File: config.mk
export PLATFORM = sky130hd
export DESIGN_NAME = cache_ctrl
export DESIGN_NICKNAME = d
export VERILOG_FILES = /design/src/rtl/cache_ctrl_pkg.sv /design/src/rtl/cache_ctrl.sv
export SDC_FILE = /design/constraint.sdc
export NUM_CORES = 1
export LEC_CHECK = 0
export BUFFER_PORTS_ARGS = -buffer_cell sky130_fd_sc_hd__clkbuf_2
export CORE_AREA = 2 2 129 131
export CTS_BUF_LIST = sky130_fd_sc_hd__clkbuf_2
export CTS_CLUSTER_DIAMETER = 50
export CTS_CLUSTER_SIZE = 24
export DETAILED_ROUTE_END_ITERATION = 7
export DIE_AREA = 0 0 131 133
export PLACE_DENSITY = 0.74
export SLEW_MARGIN = 10
export SYNTH_ARGS = -nofsm -noshare
export SYNTH_HDL_FRONTEND = slang
export SYNTH_SLANG_ARGS = --single-unit
File: constraint.sdc
create_clock -name clk -period 3.73 [get_ports clk]
set_input_delay 0 -clock clk [delete_from_list [all_inputs] [get_ports clk]]
set_output_delay 0 -clock clk [all_outputs]
set_load 0.01 [all_outputs]
File: src/rtl/cache_ctrl_pkg.sv
// Shared address-field layout and request record for the data-cache miss controller.
package cache_ctrl_pkg;

  localparam int ADDR_BITS           = 32;
  localparam int TAG_BITS            = 23;
  localparam int SET_INDEX_WIDTH     = 5;
  localparam int ELEMENT_WORDS_WIDTH = 2;
  localparam int WORD_BYTES_WIDTH    = 2;

  localparam int INDEX_LSB = ELEMENT_WORDS_WIDTH + WORD_BYTES_WIDTH;
  localparam int TAG_LSB   = INDEX_LSB + SET_INDEX_WIDTH;

  localparam logic [2:0] UBHW_WORD = 3'b010;

  typedef struct packed {
    logic                 we;
    logic [2:0]           ubhw;
    logic [ADDR_BITS-1:0] addr;
    logic [31:0]          din;
  } cpu_req_t;

  function automatic logic [ADDR_BITS-1:0] line_addr(
    input logic [TAG_BITS-1:0]            tag,
    input logic [SET_INDEX_WIDTH-1:0]     idx,
    input logic [ELEMENT_WORDS_WIDTH-1:0] word
  );
    return {tag, idx, word, {WORD_BYTES_WIDTH{1'b0}}};
  endfunction

endpackage

File: src/rtl/cache_ctrl.sv
// Miss-handling controller for the 2-way write-back data cache: hit lookup, dirty
// victim write-back, line refill from memory, then a replay lookup to finish the access.
module cache_ctrl
  import cache_ctrl_pkg::*;
(
  input  logic                 clk,
  input  logic                 rst,
  input  logic                 cpu_req,
  input  logic                 cpu_we,
  input  logic [ADDR_BITS-1:0] cpu_addr,
  input  logic [2:0]           cpu_u_b_h_w,
  input  logic [31:0]          cpu_din,
  output logic [31:0]          cpu_dout,
  output logic                 cpu_ack,
  output logic                 cpu_busy,
  output logic [ADDR_BITS-1:0] cache_addr,
  output logic                 cache_load,
  output logic                 cache_store,
  output logic                 cache_edit,
  output logic                 cache_invalid,
  output logic [2:0]           cache_u_b_h_w,
  output logic [31:0]          cache_din,
  input  logic                 cache_hit,
  input  logic                 cache_valid,
  input  logic                 cache_dirty,
  input  logic [TAG_BITS-1:0]  cache_tag,
  input  logic [31:0]          cache_dout,
  output logic                 mem_cs,
  output logic                 mem_we,
  output logic [ADDR_BITS-1:0] mem_addr,
  output logic [31:0]          mem_dout,
  input  logic [31:0]          mem_din,
  input  logic                 mem_ack
);

  typedef enum logic [2:0] {
    S_IDLE, S_LOOKUP, S_TAG, S_WB_RD, S_WB_WR, S_FILL, S_RESP
  } state_e;

  state_e                          state_q, state_d;
  logic [ELEMENT_WORDS_WIDTH-1:0]  cnt_q, cnt_d;
  cpu_req_t                        req_q, req_d;
  logic [TAG_BITS-1:0]             victim_q, victim_d;
  logic [31:0]                     wb_data_q, wb_data_d;
  logic                            wb_fresh_q, wb_fresh_d;

  logic [TAG_BITS-1:0]        req_tag;
  logic [SET_INDEX_WIDTH-1:0] req_idx;

  assign req_tag       = req_q.addr[ADDR_BITS-1:TAG_LSB];
  assign req_idx       = req_q.addr[TAG_LSB-1:INDEX_LSB];
  assign cache_invalid = 1'b0;

  always_ff @(posedge clk or posedge rst) begin
    if (rst) begin
      state_q    <= S_IDLE;
      cnt_q      <= '0;
      req_q      <= '0;
      victim_q   <= '0;
      wb_data_q  <= '0;
      wb_fresh_q <= 1'b0;
    end else begin
      state_q    <= state_d;
      cnt_q      <= cnt_d;
      req_q      <= req_d;
      victim_q   <= victim_d;
      wb_data_q  <= wb_data_d;
      wb_fresh_q <= wb_fresh_d;
    end
  end

  always_comb begin
    state_d       = state_q;
    cnt_d         = cnt_q;
    req_d         = req_q;
    victim_d      = victim_q;
    wb_data_d     = wb_data_q;
    wb_fresh_d    = 1'b0;
    cpu_dout      = '0;
    cpu_ack       = 1'b0;
    cpu_busy      = (state_q != S_IDLE);
    cache_addr    = '0;
    cache_load    = 1'b0;
    cache_store   = 1'b0;
    cache_edit    = 1'b0;
    cache_u_b_h_w = '0;
    cache_din     = '0;
    mem_cs        = 1'b0;
    mem_we        = 1'b0;
    mem_addr      = '0;
    mem_dout      = '0;

    unique case (state_q)
      S_IDLE: begin
        if (cpu_req) begin
          req_d.we   = cpu_we;
          req_d.ubhw = cpu_u_b_h_w;
          req_d.addr = cpu_addr;
          req_d.din  = cpu_din;
          state_d    = S_LOOKUP;
        end
      end
      S_LOOKUP: begin
        cache_addr = req_q.addr;
        state_d    = S_TAG;
      end
      S_TAG: begin
        cache_addr = req_q.addr;
        if (cache_hit) begin
          cache_load    = ~req_q.we;
          cache_edit    = req_q.we;
          cache_u_b_h_w = req_q.ubhw;
          cache_din     = req_q.din;
          state_d       = S_RESP;
        end else begin
          victim_d = cache_tag;
          cnt_d    = '0;
          state_d  = (cache_valid && cache_dirty) ? S_WB_RD : S_FILL;
        end
      end
      S_WB_RD: begin
        // A miss address returns the victim way's word, so the request tag is enough here.
        cache_addr = line_addr(req_tag, req_idx, cnt_q);
        wb_fresh_d = 1'b1;
        state_d    = S_WB_WR;
      end
      S_WB_WR: begin
        mem_cs   = 1'b1;
        mem_we   = 1'b1;
        mem_addr = line_addr(victim_q, req_idx, cnt_q);
        mem_dout = wb_fresh_q ? cache_dout : wb_data_q;
        if (wb_fresh_q) wb_data_d = cache_dout;
        if (mem_ack) begin
          cnt_d   = cnt_q + 2'd1;
          state_d = (cnt_q == 2'd3) ? S_FILL : S_WB_RD;
        end
      end
      S_FILL: begin
        mem_cs   = 1'b1;
        mem_addr = line_addr(req_tag, req_idx, cnt_q);
        if (mem_ack) begin
          cache_store   = 1'b1;
          cache_addr    = mem_addr;
          cache_din     = mem_din;
          cache_u_b_h_w = UBHW_WORD;
          cnt_d         = cnt_q + 2'd1;
          if (cnt_q == 2'd3) state_d = S_LOOKUP;
        end
      end
      S_RESP: begin
        cpu_ack  = 1'b1;
        cpu_dout = req_q.we ? 32'd0 : cache_dout;
        state_d  = S_IDLE;
      end
      default: state_d = S_IDLE;
    endcase
  end

endmodule

==> impl_metrics.csv, run 1 <==
group,metric,value,unit
synth,synth.cell_area,6730,µm²
synth,syn_area_per_cell,12.3,µm²
synth,synth_simple_gate_area_share,11.5,%
placed_design,gp_congestion,0.779,
run_status,status,"did not finish",
synth,synth-seq-cells,129,
clock_network,cts_hold_buf,219,
run_status,tool.error,"[ERROR RSZ-0060] Max buffer count reached.",
synth,synth_xor_area_share,0,%
clock_network,numCtsBuffers,17,
die,initial_utilization,41.6,%
die,die_x,131,µm
synth,yosys-mux-area-fraction,26.7,%
die,rows,47,
clock_network,cts_setup_buffers,0,
clock_network,clock_sinks,129,
clock_network,clk_path_buf_depth,2,
synth,yosysWarnings,0,
die,die_height,133,µm
die,io_pins,333,
synth,syn_inst,545,
clock_network,cts_resized,0,
synth,ys_types,41,
placed_design,portBuffers,329,
placed_design,dp_hpwl,12.5,mm
synth,synth_top_family_by_area,"multiplexers",
clock_network,ctsRootBufferMaster,"clkbuf_2",
synth,synth_compound_area_share,8.95,%
run_status,haltStage,"clock tree synthesis",
synth,synthAdderAreaFrac,0.186,%
clock_network,cts_max_level,4,
synth,ys_seq_area_share,48.0,%
## cells in the mapped netlist
cell       number  area (µm²)
dfrtp_1       129        3230
mux2_2        106        1190
and2_1         75         469
a22o_1         55         482
nor2_1         34         128
mux2i_1        32         320
mux2_4         18         270
clkbuf_1       17        63.8
buf_2          13        65.1
buf_6          10         113
buf_4           6        45.0
inv_1           6        22.5
a21oi_1         4        20.0
nand2b_1        4        25.0
nor2b_1         4        25.0
o21ai_0         3        15.0
a22oi_1         2        15.0
and3_1          2        12.5
nand3b_1        2        15.0
o2bb2ai_1       2        17.5
a211oi_1        1        7.51
a21o_1          1        7.51
a31oi_1         1        6.26
a32oi_1         1        8.76
and3b_1         1        8.76
and4b_1         1        10.0
and4bb_2        1        12.5
conb_1          1        3.75
ha_1            1        12.5
inv_2           1        3.75
mux2_1          1        11.3
nand2_1         1        3.75
nand2_4         1        11.3
nor2_2          1        6.26
nor3_1          1        5.00
nor4b_4         1        23.8
o22ai_1         1        6.26
o31ai_1         1        7.51
o32ai_1         1        8.76
or3_1           1        6.26
or4bb_1         1        11.3
## metrics by stage
| step | instances | hold WS, ns | cell area (µm²) | setup WS (ns) | util [%] |
|---|---|---|---|---|---|
| after floorplan | 547 | 0.135 | 6740 | 0.289 | - |
| after global placement | 1059 | 0.123 | 8460 | 1.46 | 52.3 |
| after detailed placement | 1059 | 0.131 | 8460 | 1.41 | 52.3 |
## cell families after synthesis
kind of cell	Yosys count
DFF	129
other	1
and+or+nand+nor	131
AOI/OAI and AO/OA	73
buffers and inverters	53
muxes	157
adders and majority gates	1
==> run 2, diff against run 1 <==
CORE_AREA = unset   (was 2 2 129 131)
CORE_MARGIN = 2   (was unset)
CORE_UTILIZATION = 40   (was unset)
CTS_BUF_LIST = unset   (was sky130_fd_sc_hd__clkbuf_2)
CTS_CLUSTER_DIAMETER = unset   (was 50)
CTS_CLUSTER_SIZE = unset   (was 24)
DIE_AREA = unset   (was 0 0 131 133)
PLACE_DENSITY = unset   (was 0.74)
PLACE_DENSITY_LB_ADDON = 0.15   (was unset)
==> run 2 against run 1 <==
Compared with the run above:
- the run now ends clean
- synthesized area is the same
- synthesized cell count stayed put
==> impl_metrics.csv, run 2 <==
group,metric,value,unit
run_status,status,"complete, no violations",
placed_design,place_area,8450,µm²
placed_design,portBuffers,329,
synth,synth_commonest_cells,"129 x dfrtp_1, 106 x mux2_2, 75 x and2_1",
die,dieArea,17900,µm²
die,rows,47,
min_path,hold_path_end,"state_q[1]",
clock_network,clk_transition_reported_paths,0.05,ns
sta,worst_pin_slew,1.03,ns
sta,period_share,72.8,%
route,via_per_inst,4.93,
synth,syn_area_per_cell,12.3,µm²
sta,max_freq,0.368,GHz
min_path,hold_path_depth,4,
clock_network,ctsRootBufferMaster,"clkbuf_16",
sta,rsz0062_at_grt,"no",
finish,insertedDiodeCount,0,
finish,fill_cells,1315,
power,ir_worst_vdd,0.377,mV
synth,yosysMostFrequentCell,"dfrtp_1",
sta,finClkSkew,0.00650,ns
route,drt_iter0_drc,210,
clock_network,clk_path_buf_depth,2,
synth,ys_async_sr_fraction,100,%
route,drt_wl_total,20.2,mm
sta,slew_violations,0,
clock_network,cts_resized,0,
setup_path,crit_path_end_kind,"flip-flop",
die,die_height,134,µm
global_route,grt_antenna_before_repair,0,
finish,nNetsFinal,1148,
synth,ys_types,41,
global_route,grt_max_degree,74,
route,first_pass_iters,4,
route,ant_nets,0,
sta,max_slew_margin,31.0,%
finish,syn_to_final_growth,53.6,%
synth,yosysTopAreaCell,"dfrtp_1",
synth,synth.cell_area,6730,µm²
clock_network,numCtsBuffers,17,
global_route,grt_pass1_vias,6330,
sta,finalSetupTns,0,ns
clock_network,clock_sinks,129,
sta,setup_viol,0,
sta,final.min_clock_period,2.72,ns
setup_path,regToRegStartpoint,"state_q[1]",
synth,synth-seq-cells,129,
setup_path,worstSetupStartpointType,"flip-flop",
min_path,hp-class,"in2reg",
power,leakagePower,5.09,nW
synth,ys_seq_area_share,48.0,%
clock_network,tritoncts,"built",
die,io_pins,333,
finish,final_common_cell,"clkbuf_2",
min_path,hold_start,"cache_dirty",
clock_network,cts_max_level,4,
synth,syn_inst,545,
die,initial_utilization,40.7,%
clock_network,insertion_delay,0.41,ns
synth,synth_ff_type,"dfrtp_1",
job,drv_cap,0,
global_route,grt_pass1_wl,31.9,mm
route,drc,0,
finish,design_area,10300,µm²
setup_path,r2r_cells,6,
setup_path,worst-path-max-fanout,33,
setup_path,worstPathArrival,3.00,ns
synth,synth.top_cell.area_share,48.0,%
die,die_x,134,µm
die,coreArea,16500,µm²
sta,hold_violations,0,
finish,drive_gt1_share,50.1,%
finish,regMostFlops,"req_q",
route,via_count,6010,
synth,synth_enable_flop_cells,0,
finish,layout_common_cells,"329 x clkbuf_2, 128 x dfrtp_1, 127 x dlygate4sd3_1",
placed_design,gp_congestion,0.831,
setup_path,regToRegEndpoint,"wb_data_q[27]",
finish,largest_reg_flops,63,
setup_path,reg2reg_slack,1.01,ns
synth,yosysWarnings,0,
setup_path,crit_type,"reg2reg",
synth,synth.area.top_cells,"dfrtp_1 48%, mux2_2 18%, a22o_1 7.2%",
global_route,grt_overflow,0,
route,wl_per_cell,16.6,µm
finish,top_regs,"req_q (63), wb_data_q (32), victim_q (23)",
placed_design,dp_hpwl,13.5,mm
setup_path,critPathRequiredTime,4.02,ns
global_route,grt_use_total,22.6,%
power,p_per_area,684,nW/µm²
==> run 2: cell counts after synthesis <==
No cell type changed its count.
==> run 2: power by group <==
part	switching, mW	internal, mW	total, mW
sequential	0.479	2.10	2.58
combinational	1.25	1.51	2.76
clock	0.598	1.13	1.73
==> run 2: stage by stage <==
| step | setup slack, ns | power, mW | utilization, % | hold WS, ns | instances |
|---|---|---|---|---|---|
| global route | 0.800 | 7.52 | 62.5 | 0.164 | 1218 |
| detailed placement | 1.01 | 5.24 | 51.1 | 0.230 | 1059 |
| finish | 1.01 | 7.07 | 62.5 | 0.136 | 1218 |
| global placement | 1.11 | 5.13 | 51.1 | 0.225 | 1059 |
| CTS | 1.00 | 7.11 | 62.5 | 0.122 | 1218 |
| floorplan | 0.289 | 4.35 | - | 0.135 | 547 |
==> run 2: worst max-delay path by stage <==
| stage | start | to | slack (ns) | depth (start not counted) |
|---|---|---|---|---|
| detailed placement | state_q[1] | wb_data_q[4] | 1.01 | 6 |
| finish | state_q[1] | wb_data_q[27] | 1.01 | 6 |
| global route | state_q[1] | wb_data_q[24] | 0.80 | 6 |
| floorplan | rst | cnt_q[0] | 0.29 | 1 |
| global placement | state_q[1] | wb_data_q[18] | 1.11 | 6 |
| CTS | state_q[1] | wb_data_q[27] | 1.00 | 6 |
==> run 2: critical path, stage by stage, from the launching register on <==
cell and delay (ns):
dfrtp_1 0.56, nor2_2 0.28, nand2_4 0.25, inv_2 0.50, and2_1 0.20, buf_4 0.40
mux2_2 0.39
==> run 2: cell type report <==
type,instances,area (µm²),area share (%)
multi-input cells,365,3200,31.0
repair buffers,465,2990,28.9
clock inverters,11,161,1.56
flip-flops and latches,129,3230,31.2
inverters,7,28.8,0.278
well taps,220,275,2.66
clock buffers,21,450,4.36
==> run 2: what timing repair did <==
action	in CTS	in global routing
hold buffers	127	0
hold endpoints to repair	199	0
setup buffers	0	0
==> run 2: cells by family (layout without fill, tap and decap cells) <==
group / count (synthesis) / count (layout) / share of synthesized area, %
flops: 129 / 129 / 48.0
other cells: 1 / 3 / 0.0557
buf+inv: 53 / 504 / 4.65
compound gates: 73 / 73 / 8.95
simple gates: 131 / 131 / 11.5
mux: 157 / 157 / 26.7
fa+ha+maj: 1 / 1 / 0.186
==> run 2: layer usage <==
layer | GRT usage, % | vias to the layer above | routed length (µm)
met1 | 26.6 | 2916 | 8140
li1 | - | 2814 | -
met2 | 39.6 | 237 | 10200
met5 | 0 | - | 0
met4 | 9.93 | 0 | 599
met3 | 5.21 | 43 | 1200
Power figures use the tool's default switching activity.
==> run 3, diff against run 2 <==
ABC_AREA = 1   (was unset)
clock period = 2.75 ns   (was 3.73 ns; I/O delays follow)
==> run 3 against run 2 <==
Compared with the run above:
- clock power rose by 25%
- total power is 37% higher
- critical path depth up 1
- first-iteration DRC count is 53% higher
- combinational power is 59% higher
- worst setup slack worse by 0.75 ns
- largest power group unchanged
- critical endpoint is now cache_din[5]
- global-route usage is 0.17 points lower
==> impl_metrics.csv, run 3 <==
group,metric,value,unit
run_status,status,"complete, no violations",
sta,hold_violations,0,
clock_network,clock_sinks,129,
route,drt_wl_total,20.9,mm
synth,synth.top_cell.area_share,46.8,%
placed_design,dp_hpwl,14.3,mm
power,leakagePower,5.81,nW
setup_path,worstPathArrival,2.49,ns
power,p_per_area,923,nW/µm²
setup_path,crit_path_end_kind,"output pin",
synth,synth_enable_flop_cells,0,
synth,yosysWarnings,0,
route,via_per_inst,4.56,
sta,worst_pin_slew,0.931,ns
clock_network,cts_resized,0,
sta,finClkSkew,0.0105,ns
synth,synth_ff_type,"dfrtp_1",
synth,synth-seq-cells,129,
sta,finalSetupTns,0,ns
clock_network,insertion_delay,0.41,ns
die,coreArea,17100,µm²
die,io_pins,333,
synth,ys_seq_area_share,46.8,%
placed_design,portBuffers,329,
power,ir_worst_vdd,0.514,mV
finish,regMostFlops,"req_q",
finish,fill_cells,1522,
setup_path,worstSetupStartpointType,"flip-flop",
finish,top_regs,"req_q (63), wb_data_q (32), victim_q (23)",
clock_network,tritoncts,"built",
synth,yosysTopAreaCell,"dfrtp_1",
finish,drive_gt1_share,34.2,%
setup_path,cpPeakStageDelay,0.56,ns
finish,largest_reg_flops,63,
finish,nNetsFinal,1470,
synth,ys_async_sr_fraction,100,%
sta,max_slew_margin,37.8,%
clock_network,cts_hold_buf,125,
clock_network,cts_max_level,4,
global_route,grt_pass1_wl,32.3,mm
sta,rsz0062_at_grt,"no",
finish,syn_to_final_growth,52.3,%
synth,syn_area_per_cell,7.89,µm²
clock_network,clk_transition_reported_paths,0.05,ns
setup_path,crit_family,"buffers and inverters",
global_route,grt_use_total,22.5,%
synth,synth.area.top_cells,"dfrtp_1 47%, nor2_1 8.4%, nand2_1 7.5%",
finish,insertedDiodeCount,0,
sta,final.min_clock_period,2.49,ns
clock_network,numCtsBuffers,17,
synth,synth_commonest_cells,"154 x nor2_1, 138 x nand2_1, 132 x inv_1",
sta,max_freq,0.402,GHz
placed_design,gp_congestion,0.837,
power,power.total,9.69,mW
die,initial_utilization,40.4,%
sta,setup_viol,0,
clock_network,ctsRootBufferMaster,"clkbuf_16",
synth,ys_types,33,
synth,synth.cell_area,6900,µm²
synth,yosysMostFrequentCell,"nor2_1",
die,dieArea,18300,µm²
global_route,grt_max_degree,59,
route,drt_iter0_drc,321,
die,die_height,135,µm
min_path,hp-class,"in2reg",
global_route,grt_pass1_vias,6652,
setup_path,worstPathCellList,"nand3_4, inv_4, nand2_4, inv_2, nand2_1, o21ai_1, clkbuf_2",
route,ant_nets,0,
job,drv_cap,0,
clock_network,cts_setup_buffers,0,
synth,syn_inst,874,
global_route,grt_overflow,0,
finish,layout_common_cells,"329 x clkbuf_2, 154 x nor2_1, 138 x nand2_1",
route,first_pass_iters,5,
clock_network,clk_path_buf_depth,2,
finish,final_common_cell,"clkbuf_2",
sta,period_share,90.5,%
setup_path,slowest_stage,"dfrtp_1",
die,rows,48,
route,drc,0,
setup_path,cp_num_buf_inv,3,
setup_path,critPathRequiredTime,2.75,ns
sta,slew_violations,0,
die,die_x,135,µm
global_route,grt_antenna_before_repair,0,
setup_path,crit_type,"reg2out",
setup_path,worst-path-max-fanout,33,
route,wl_per_cell,13.5,µm
route,via_count,7041,
==> run 3: final timing paths <==
| path | to | slack (ns) | cells after the start | from |
|---|---|---|---|---|
| hold / removal | state_q[1] | 0.06 | 5 | cache_valid |
| setup reg to reg | req_q[3] | 0.80 | 5 | state_q[0] |
| hold reg to reg | victim_q[22] | 0.48 | 2 | victim_q[22] |
| max in group asynchronous | victim_q[5] | 1.69 | 4 | rst |
| setup / recovery | cache_din[5] | 0.26 | 7 | state_q[0] |
| min in group asynchronous | req_q[41] | 0.33 | 3 | rst |
==> run 3: per-stage QoR <==
step | worst slack [ns] | hold WS (ns) | utilization [%] | cells | area (µm²)
floorplan | 1.15 | 0.0871 | - | 876 | 6910
global placement | 0.825 | 0.232 | 50.9 | 1388 | 8680
detailed placement | 0.776 | 0.226 | 50.9 | 1388 | 8680
CTS | 0.322 | 0.0286 | 61.6 | 1545 | 10500
global route | 0.0725 | 0.0976 | 61.6 | 1545 | 10500
finish | 0.260 | 0.0566 | 61.6 | 1545 | 10500
==> run 3: tightest hold or removal path, cell delays in order <==
cell and delay [ns]:
clkbuf_2 0.08, nand2_1 0.08, nand2_1 0.07, a21oi_1 0.07
a21oi_1 0.12
==> run 3: cells by family after synthesis <==
group | after synthesis | share of synthesized area [%]
adders and majority gates | 1 | 0.181
muxes | 32 | 4.64
buffers and inverters | 191 | 11.7
AOI/OAI and AO/OA | 166 | 14.7
DFF | 129 | 46.8
other | 1 | 0.0544
and+or+nand+nor | 354 | 21.9
==> run 3: per-layer routing <==
metal  vias up  track usage, %  wire length [µm]  part of all wire (%)
met5         -               0                 0                     0
li1       3590               -                 -                     -
met1      3173            27.6              8920                    43
met2       243            38.6             10200                    49
met3        35            5.01              1290                   6.2
met4         0            8.85               495                   2.4
==> run 3: where the power goes <==
group	switching [mW]	total (mW)	internal, mW
clock network	0.804	2.16	1.36
registers	0.395	3.15	2.76
logic	2.72	4.38	1.66
==> run 3: layout make-up <==
class | instances | area (µm²) | share of cell area (%)
Clock buffer | 23 | 498 | 4.74
Clock inverter | 9 | 80.1 | 0.762
Inverter | 136 | 517 | 4.92
Multi-Input combinational cell | 556 | 2880 | 27.4
Sequential cell | 129 | 3230 | 30.7
Tap cell | 225 | 282 | 2.68
Timing Repair Buffer | 467 | 3020 | 28.7
==> run 4, diff against run 3 <==
ABC_CLOCK_PERIOD_IN_PS = 3150   (was unset)
clock period = 3.15 ns   (was 2.75 ns; I/O delays follow)
==> run 4 against run 3 <==
Compared with the run above:
- first-iteration DRC count up 8.4%
- flip-flop and latch count unchanged
- global-route usage up 0.57 points
- critical endpoint is now cache_din[9]
- highest routed layer unchanged
==> impl_metrics.csv, run 4 (synthesized netlist as in run 3, its figures left out) <==
group,metric,value,unit
run_status,status,"complete, no violations",
route,wl_met2,10.4,mm
clock_network,clk_transition_reported_paths,0.05,ns
finish,fill_cells,1575,
route,first_pass_iters,4,
sta,setup_viol,0,
min_path,hold_path_depth,5,
die,initial_utilization,40.4,%
finish,syn_to_final_growth,51.4,%
die,rows,48,
clock_network,ctsRootBufferMaster,"clkbuf_16",
clock_network,tritoncts,"built",
setup_path,critPathRequiredTime,3.15,ns
finish,drive_gt1_share,33.8,%
clock_network,numCtsBuffers,17,
job,drv_cap,0,
placed_design,dp_hpwl,14.1,mm
finish,top_regs,"req_q (63), wb_data_q (32), victim_q (23)",
setup_path,reg2reg_slack,1.00,ns
global_route,grt_use_total,23.0,%
global_route,grt_overflow,0,
setup_path,r2r_cells,7,
min_path,hp-class,"in2reg",
finish,design_area,10400,µm²
sta,max_slew_margin,28.3,%
sta,hold_violations,0,
sta,period_share,77.3,%
finish,insertedDiodeCount,0,
setup_path,regToRegEndpoint,"victim_q[4]",
sta,slew_violations,0,
die,io_pins,333,
setup_path,crit_type,"reg2out",
global_route,grt_pass1_wl,33.1,mm
sta,rsz0062_at_grt,"no",
setup_path,worstPathArrival,2.44,ns
die,die_height,135,µm
die,coreArea,17100,µm²
global_route,grt_pass1_vias,6771,
setup_path,cpPeakStageDelay,0.58,ns
global_route,grt_max_degree,68,
sta,worst_pin_slew,1.07,ns
clock_network,clk_path_buf_depth,2,
setup_path,worstSetupStartpointType,"flip-flop",
route,top_layer,"met4",
sta,final.min_clock_period,2.44,ns
clock_network,cts_max_level,4,
sta,max_freq,0.410,GHz
power,power.total,8.39,mW
route,drc,0,
sta,whs,0.0760,ns
power,p_per_area,803,nW/µm²
setup_path,worst-path-max-fanout,33,
power,ir_worst_vdd,0.435,mV
finish,regMostFlops,"req_q",
setup_path,worstPathCellList,"nand3_4, inv_4, nand2_4, inv_2, nand2_1, o21ai_1, clkbuf_2",
route,wl_met1,9.01,mm
clock_network,insertion_delay,0.41,ns
route,drt_iter0_drc,348,
min_path,hold_start,"cache_valid",
sta,finalSetupTns,0,ns
power,leakagePower,5.77,nW
placed_design,gp_congestion,0.786,
placed_design,place_area,8640,µm²
route,ant_nets,0,
setup_path,crit_path_end_kind,"output pin",
min_path,hold_path_end,"state_q[1]",
route,via_per_inst,4.58,
finish,multi_input_area,2880,µm²
finish,final_common_cell,"clkbuf_2",
setup_path,slowest_stage,"dfrtp_1",
die,die_x,135,µm
finish,nNetsFinal,1468,
finish,largest_reg_flops,63,
global_route,grt_antenna_before_repair,0,
clock_network,cts_resized,0,
route,via_count,7061,
finish,layout_common_cells,"329 x clkbuf_2, 154 x nor2_1, 138 x nand2_1",
die,dieArea,18300,µm²
clock_network,clock_sinks,129,
sta,finClkSkew,0.00589,ns
route,drt_wl_total,20.9,mm
placed_design,portBuffers,329,
finish,seq_area,3230,µm²
route,wl_met3,1.14,mm
setup_path,regToRegStartpoint,"state_q[2]",
route,wl_per_cell,13.5,µm
run 4: cell count changes in the layout (fill, tap and decap cells not counted), sizes merged:
cell / change
dlygate4sd3: +1
clkinv: -3
bufinv: -1
clkbuf: +3
buf: -3
run 4: power breakdown:
part           total (mW)  leakage (nW)  internal [mW]  switching [mW]
registers            2.77          1.50           2.41           0.369
logic                3.83          4.00           1.45            2.39
clock network        1.78         0.266           1.10           0.677
total                8.39          5.77           4.95            3.43
run 4: worst max-delay path by stage:
stage                          start           end  slack (ns)
after detailed placement  state_q[2]   victim_q[4]        1.04
after floorplan                  rst      cnt_q[0]        1.55
final                     state_q[0]  cache_din[9]        0.71
after CTS                 state_q[0]  cache_din[9]        0.68
after global routing      state_q[0]  cache_din[5]        0.47
after global placement    state_q[2]   victim_q[9]        1.13
run 4: per-stage QoR:
| step | cells | worst slack (ns) | utilization, % |
|---|---|---|---|
| final | 1542 | 0.714 | 61.2 |
| after global routing | 1542 | 0.470 | 61.2 |
| after floorplan | 876 | 1.55 | - |
| after detailed placement | 1385 | 1.04 | 50.7 |
| after global placement | 1385 | 1.13 | 50.7 |
| after CTS | 1542 | 0.677 | 61.2 |
run 4: final cells by class:
cell class,instances,area share (%)
Timing Repair Buffer,465,28.7
Clock inverter,5,0.264
Inverter,136,4.95
Tap cell,225,2.70
Clock buffer,26,4.88
Sequential cell,129,30.9
Multi-Input combinational cell,556,27.6
run 4: routing by layer:
| metal | track usage, % | vias up |
|---|---|---|
| met5 | 0 | - |
| met4 | 8.33 | 0 |
| met3 | 4.26 | 25 |
| met2 | 39.5 | 225 |
| met1 | 29.1 | 3227 |
| li1 | - | 3584 |
run 4: critical path, delay by kind of cell, from the launching register on:
family                 cells  cell delay (ns)
AOI/OAI and AO/OA          1             0.09
buffers and inverters      3             0.77
and+or+nand+nor            3             0.58
DFF                        1             0.58
run 4: repair_timing:
item,CTS,global route
setup buffers,0,0
hold buffers,126,0
hold endpoints to repair,151,0
